### config.mk
export PLATFORM = sky130hd
export DESIGN_NAME = fasttwosum_group_accumulator
export DESIGN_NICKNAME = d
export VERILOG_FILES = /design/src/rtl/fasttwosum_pkg.sv /design/src/rtl/fasttwosum_valid_delay.sv /design/src/rtl/fasttwosum_group_accumulator.sv
export SDC_FILE = /design/constraint.sdc
export NUM_CORES = 1
export LEC_CHECK = 0
export ABC_AREA = 1
export CAP_MARGIN = 20
export CORE_ASPECT_RATIO = 1.4
export CORE_UTILIZATION = 35
export CTS_CLUSTER_DIAMETER = 100
export DETAILED_ROUTE_END_ITERATION = 6
export GPL_ROUTABILITY_DRIVEN = 0
export GPL_TIMING_DRIVEN = 0
export MAX_ROUTING_LAYER = met4
export PLACE_DENSITY = 0.51
export SYNTH_ARGS = -nofsm -noshare
export SYNTH_HDL_FRONTEND = slang
export SYNTH_SLANG_ARGS = --single-unit
### constraint.sdc
create_clock -name clk_i -period 2.5 [get_ports clk_i]
set_clock_uncertainty 0.2 [all_clocks]
set_input_delay 0.5 -clock clk_i [delete_from_list [all_inputs] [get_ports clk_i]]
set_output_delay 0.5 -clock clk_i [all_outputs]
set_load 0.01 [all_outputs]
### src/rtl/fasttwosum_pkg.sv
// Shared types and width helpers for the FastTwoSum group accumulator.
package fasttwosum_pkg;

   typedef enum logic [1:0] {
      IDLE  = 2'd0,
      ISSUE = 2'd1,
      DRAIN = 2'd2,
      HOLD  = 2'd3
   } grp_state_e;

   // Enough headroom to sum max_vecs full-scale tree results without overflow.
   function automatic int unsigned acc_width(input int unsigned sum_w,
                                             input int unsigned max_vecs);
      return sum_w + $clog2(max_vecs);
   endfunction

endpackage

### src/rtl/fasttwosum_valid_delay.sv
// 1-bit valid shift register matching the adder tree pipeline depth.
module fasttwosum_valid_delay #(
   parameter int unsigned DEPTH = 6
) (
   input  logic clk_i,
   input  logic rst_ni,
   input  logic in_i,
   output logic out_o
);

   logic [DEPTH-1:0] sr_q;
   logic [DEPTH-1:0] sr_d;

   if (DEPTH == 1) begin : g_one
      always_comb sr_d = in_i;
   end else begin : g_multi
      always_comb sr_d = {sr_q[DEPTH-2:0], in_i};
   end

   always_ff @(posedge clk_i) begin
      if (!rst_ni) sr_q <= '0;
      else         sr_q <= sr_d;
   end

   assign out_o = sr_q[DEPTH-1];

endmodule

### src/rtl/fasttwosum_group_accumulator.sv
// Sums groups of consecutive FastTwoSum tree results and presents each total
// on a valid/ready port, tracking in-flight vectors against the tree latency.
module fasttwosum_group_accumulator
   import fasttwosum_pkg::*;
#(
   parameter int unsigned SUM_WIDTH    = 18,
   parameter int unsigned TREE_LATENCY = 6,
   parameter int unsigned MAX_VECS     = 64,
   parameter int unsigned LEN_WIDTH    = $clog2(MAX_VECS + 1),
   parameter int unsigned ACC_WIDTH    = acc_width(SUM_WIDTH, MAX_VECS)
) (
   input  logic                 clk_i,
   input  logic                 rst_ni,
   input  logic [LEN_WIDTH-1:0] cfg_len_i,
   input  logic                 in_valid_i,
   output logic                 in_ready_o,
   input  logic [SUM_WIDTH-1:0] tree_sum_i,
   output logic                 out_valid_o,
   input  logic                 out_ready_i,
   output logic [ACC_WIDTH-1:0] out_sum_o,
   output logic                 busy_o
);

   localparam logic [LEN_WIDTH-1:0] LEN_ONE = LEN_WIDTH'(1);
   localparam logic [LEN_WIDTH-1:0] LEN_MAX = LEN_WIDTH'(MAX_VECS);

   grp_state_e           state_q, state_d;
   logic [LEN_WIDTH-1:0] len_q, len_d;
   logic [LEN_WIDTH-1:0] iss_cnt_q, iss_cnt_d;
   logic [LEN_WIDTH-1:0] ret_cnt_q, ret_cnt_d;
   logic [ACC_WIDTH-1:0] acc_q, acc_d;
   logic [ACC_WIDTH-1:0] out_sum_q, out_sum_d;
   logic                 out_valid_q, out_valid_d;

   logic [LEN_WIDTH-1:0] len_res;
   logic [ACC_WIDTH-1:0] sum_ext;
   logic [ACC_WIDTH-1:0] acc_plus;
   logic                 accept;
   logic                 ret;

   fasttwosum_valid_delay #(
      .DEPTH (TREE_LATENCY)
   ) u_valid_delay (
      .clk_i  (clk_i),
      .rst_ni (rst_ni),
      .in_i   (accept),
      .out_o  (ret)
   );

   assign in_ready_o = (state_q == IDLE) || (state_q == ISSUE);
   assign accept     = in_valid_i && in_ready_o;
   assign sum_ext    = {{(ACC_WIDTH - SUM_WIDTH){tree_sum_i[SUM_WIDTH-1]}}, tree_sum_i};
   assign acc_plus   = acc_q + sum_ext;

   always_comb begin
      len_res = cfg_len_i;
      if (cfg_len_i == '0)          len_res = LEN_ONE;
      else if (cfg_len_i > LEN_MAX) len_res = LEN_MAX;
   end

   always_comb begin
      state_d     = state_q;
      len_d       = len_q;
      iss_cnt_d   = iss_cnt_q;
      ret_cnt_d   = ret_cnt_q;
      acc_d       = acc_q;
      out_sum_d   = out_sum_q;
      out_valid_d = out_valid_q;

      // Issue and return overlap, so both counters may step in the same cycle.
      if (ret) begin
         acc_d     = acc_plus;
         ret_cnt_d = ret_cnt_q + LEN_ONE;
      end
      if (accept) iss_cnt_d = iss_cnt_q + LEN_ONE;

      unique case (state_q)
         IDLE: begin
            if (accept) begin
               len_d   = len_res;
               state_d = (len_res == LEN_ONE) ? DRAIN : ISSUE;
            end
         end
         ISSUE: begin
            if (accept && (iss_cnt_q + LEN_ONE == len_q)) state_d = DRAIN;
         end
         DRAIN: begin
            if (ret && (ret_cnt_q + LEN_ONE == len_q)) begin
               state_d     = HOLD;
               out_sum_d   = acc_plus;
               out_valid_d = 1'b1;
            end
         end
         HOLD: begin
            if (out_ready_i) begin
               state_d     = IDLE;
               out_valid_d = 1'b0;
               acc_d       = '0;
               iss_cnt_d   = '0;
               ret_cnt_d   = '0;
            end
         end
         default: state_d = IDLE;
      endcase
   end

   always_ff @(posedge clk_i) begin
      if (!rst_ni) begin
         state_q     <= IDLE;
         len_q       <= '0;
         iss_cnt_q   <= '0;
         ret_cnt_q   <= '0;
         acc_q       <= '0;
         out_sum_q   <= '0;
         out_valid_q <= 1'b0;
      end else begin
         state_q     <= state_d;
         len_q       <= len_d;
         iss_cnt_q   <= iss_cnt_d;
         ret_cnt_q   <= ret_cnt_d;
         acc_q       <= acc_d;
         out_sum_q   <= out_sum_d;
         out_valid_q <= out_valid_d;
      end
   end

   assign out_valid_o = out_valid_q;
   assign out_sum_o   = out_sum_q;
   assign busy_o      = (state_q != IDLE);

endmodule

==> qor.txt <==
Final Power - 3.81 mW
core area - 13000 um^2
peak supply drop - 309 uV
initial antenna violation count - 0
Num CTS Buffers - 9
status - finished, final reports clean
PortBufs - 55
DP Wirelength - 11200 um
Initial Utilization - 0.364
Min Clock Period, post-route - 2.45 ns
Final setup viols - 0
Sequential Area - 1560 um^2
CP Capture Type - flop
Ports - 56
Ys Warns - 0
Syn Area/Cell - 6.59 um^2
largest net degree at the start of global routing - 15
MaxCap Viol Count - 0
Util after Layout - 0.483
highest clock rate - 408 MHz
final worst path period share - 0.980
CP Buf/Inv Count - 2
sequential share of the synthesized area - 0.330
diode count - 0
relative slew slack - 0.653
Routed WL per cell - 14.4 um
slowest cell on the critical path - clkdlybuf4s50_1
Tot GR Track Use - 0.212
CP arrival - 2.48 ns
vias post-DR - 4811
Hold WS - 0.216 ns
Vias/cell - 4.90
Remaining DRCs - 0
Die H - 140 um
Skew-Pair Late Insertion Delay - 0.34 ns
CP max stage delay - 0.41 ns
area of the multi-input gates - 3020 um^2
DRT antenna net count - 0
syn nets - 777
Hold Path Class - flop to flop
crit path launch type - input pin
maximum root-to-sink buffer count - 2
Post-Syn Area - 4730 um^2
Yosys reg bits - 78
number of fill cells in the layout - 1380
share of post-route cells with drive strength above 1 - 0.131
Die X - 100 um
dpl ws - -0.734 ns
worst-path maximum fanout - 4
first-pass GRT wire length - 22400 um
Worst Max-Slew Pin Slew - 0.521 ns
grt total ovfl - 0
Crit Path Class - input pin to flop
clock slew at reported path FFs - 0.06 ns
CTS root buf - clkbuf_16
Final Hold Fails - 0
worst setup margin - 0.0501 ns
crit path cell chain - clkdlybuf4s50_1 > ha_1 > a21oi_2 > o21a_1 > nor2_1 > o21ai_0 > nand3_1 > nand2_1 > nand2_1 > o21ai_0 > inv_1
Slew Limit Fails - 0
nets@finish - 858
Synth cell types - 36
clock sinks - 78
Total Wirelength - 14200 um
Post-Place Cell Area - 5500 um^2
P&R area growth vs syn - 32.6%
Leak Pwr - 2.87 nW
Critical Path RT - 2.53 ns
die area - 14000 um^2
TritonCTS clock tree - built
Pwr Density - 607 nW/um^2
Crit path max-delay family - compound AO/OA/AOI/OAI gates
number of global-route vias before repair - 4591
H-tree depth - 3
# rows - 49
drt first pass iters - 5
Design Area, Final - 6270 um^2
Cells after Synth - 718
1st-iter DRT viols - 174
==> metrics by stage <==
step | std cells | setup TNS [ns]
global route | 982 | -0.0344
finish | 982 | 0
floorplan | 718 | 0
global placement | 951 | -30.73
CTS | 970 | 0
detailed placement | 951 | -31.73
==> flip-flops by register name, indices dropped and copies added (netlist names) <==
register and cells:
u_valid_delay.sr_q 6, state_q 2, ret_cnt_q 7, acc_q 24
out_sum_o 24, len_q 7, iss_cnt_q 7, out_valid_o 1
==> placed cells by master (no fill, tap or decap), drive strengths merged, types with 2 or more instances in the layout <==
cell | synthesis | routed
a211oi | 2 | 2
o31ai | 2 | 2
a21oi | 54 | 54
clkbuf | 11 | 22
buf | 7 | 22
clkinv | 1 | 2
nor2 | 112 | 112
o21a | 2 | 2
dfxtp | 78 | 78
a21o | 4 | 4
dlymetal6s2s | 0 | 2
nand3 | 40 | 40
o21ai | 76 | 76
nand2 | 151 | 151
a31oi | 2 | 2
nor3 | 6 | 6
nor4 | 2 | 2
clkinvlp | 0 | 2
or2 | 2 | 2
bufinv | 0 | 2
ha | 29 | 29
clkdlybuf4s50 | 0 | 51
nand4 | 10 | 10
xnor2 | 6 | 6
xor2 | 16 | 16
o211ai | 4 | 4
inv | 97 | 98
==> worst register-to-register path: cells and delay by family (launching register included) <==
kind          cells  cell delay (ns)
flops             1             0.34
fa+ha+maj         1             0.33
buf+inv           2             0.25
simple gates      8             1.02
==> layout make-up <==
cell class / count / share of cell area
Buffer: 18 / 0.0158
Clock buffer: 10 / 0.0381
Clock inverter: 6 / 0.0150
Inverter: 98 / 0.0592
Multi-Input combinational cell: 524 / 0.482
Sequential cell: 78 / 0.249
Tap cell: 178 / 0.0355
Timing Repair Buffer: 70 / 0.106
==> power by group <==
group	internal (mW)	switching, mW
combinational	0.363	0.570
sequential	1.33	0.0845
clock	0.909	0.555
==> cell usage after synthesis <==
library cell | n | area [um^2]
or2_2 | 2 | 12.5
nand2_1 | 149 | 559
o21ai_1 | 6 | 30.0
nand3_1 | 39 | 195
a21o_1 | 4 | 30.0
a21oi_1 | 53 | 265
nand3b_1 | 1 | 7.51
nor2_1 | 107 | 402
a21oi_2 | 1 | 8.76
xnor2_1 | 6 | 52.6
nand2_2 | 2 | 12.5
o21ai_0 | 70 | 350
inv_2 | 1 | 3.75
o21bai_1 | 1 | 7.51
clkbuf_1 | 11 | 41.3
fa_1 | 1 | 20.0
xor2_1 | 16 | 140
o211ai_1 | 4 | 30.0
nor2_2 | 5 | 31.3
a211oi_1 | 2 | 15.0
nand4_1 | 10 | 62.6
nor3_1 | 5 | 25.0
a31oi_1 | 2 | 12.5
buf_2 | 3 | 15.0
clkinv_1 | 1 | 3.75
o21a_1 | 2 | 15.0
nand3_2 | 1 | 10.0
o31ai_1 | 2 | 15.0
a31o_2 | 1 | 8.76
dfxtp_1 | 78 | 1560
buf_4 | 1 | 7.51
ha_1 | 29 | 363
buf_6 | 3 | 33.8
nor3_2 | 1 | 10.0
inv_1 | 96 | 360
nor4_1 | 2 | 12.5
==> final timing paths <==
| check | start | end | slack [ns] | depth (start not counted) |
|---|---|---|---|---|
| worst max-delay path | tree_sum_i[7] | acc_q[20] | 0.05 | 11 |
| worst min-delay path | u_valid_delay.sr_q[0] | u_valid_delay.sr_q[1] | 0.22 | 2 |
| worst max register to register | ret_cnt_q[1] | out_sum_o[13] | 0.26 | 11 |
| worst min register to register | u_valid_delay.sr_q[0] | u_valid_delay.sr_q[1] | 0.22 | 2 |
==> per-layer routing <==
layer | part of all wire | wire, um | global-route usage
met5 | 0 | 0 | -
met4 | 0.019 | 264 | 0.0671
met3 | 0.035 | 492 | 0.0311
met2 | 0.54 | 7620 | 0.380
met1 | 0.41 | 5790 | 0.238
==> what timing repair did <==
action	CTS	global route
gates cloned	0	0
pin swaps	1	14
hold buffers	0	0
resized for setup	17	57
setup endpoints to repair	50	54
setup buffers	3	12
==> kinds of logic after synthesis <==
kind of cell             synth area share
XOR/XNOR                           0.0407
buffers and inverters              0.0984
adder cells (fa/ha/maj)            0.0809
AND/OR/NAND/NOR                     0.283
AO/OA/AOI/OAI                       0.167
flip-flops                          0.330
No activity file was read; power rests on OpenSTA's default activity.
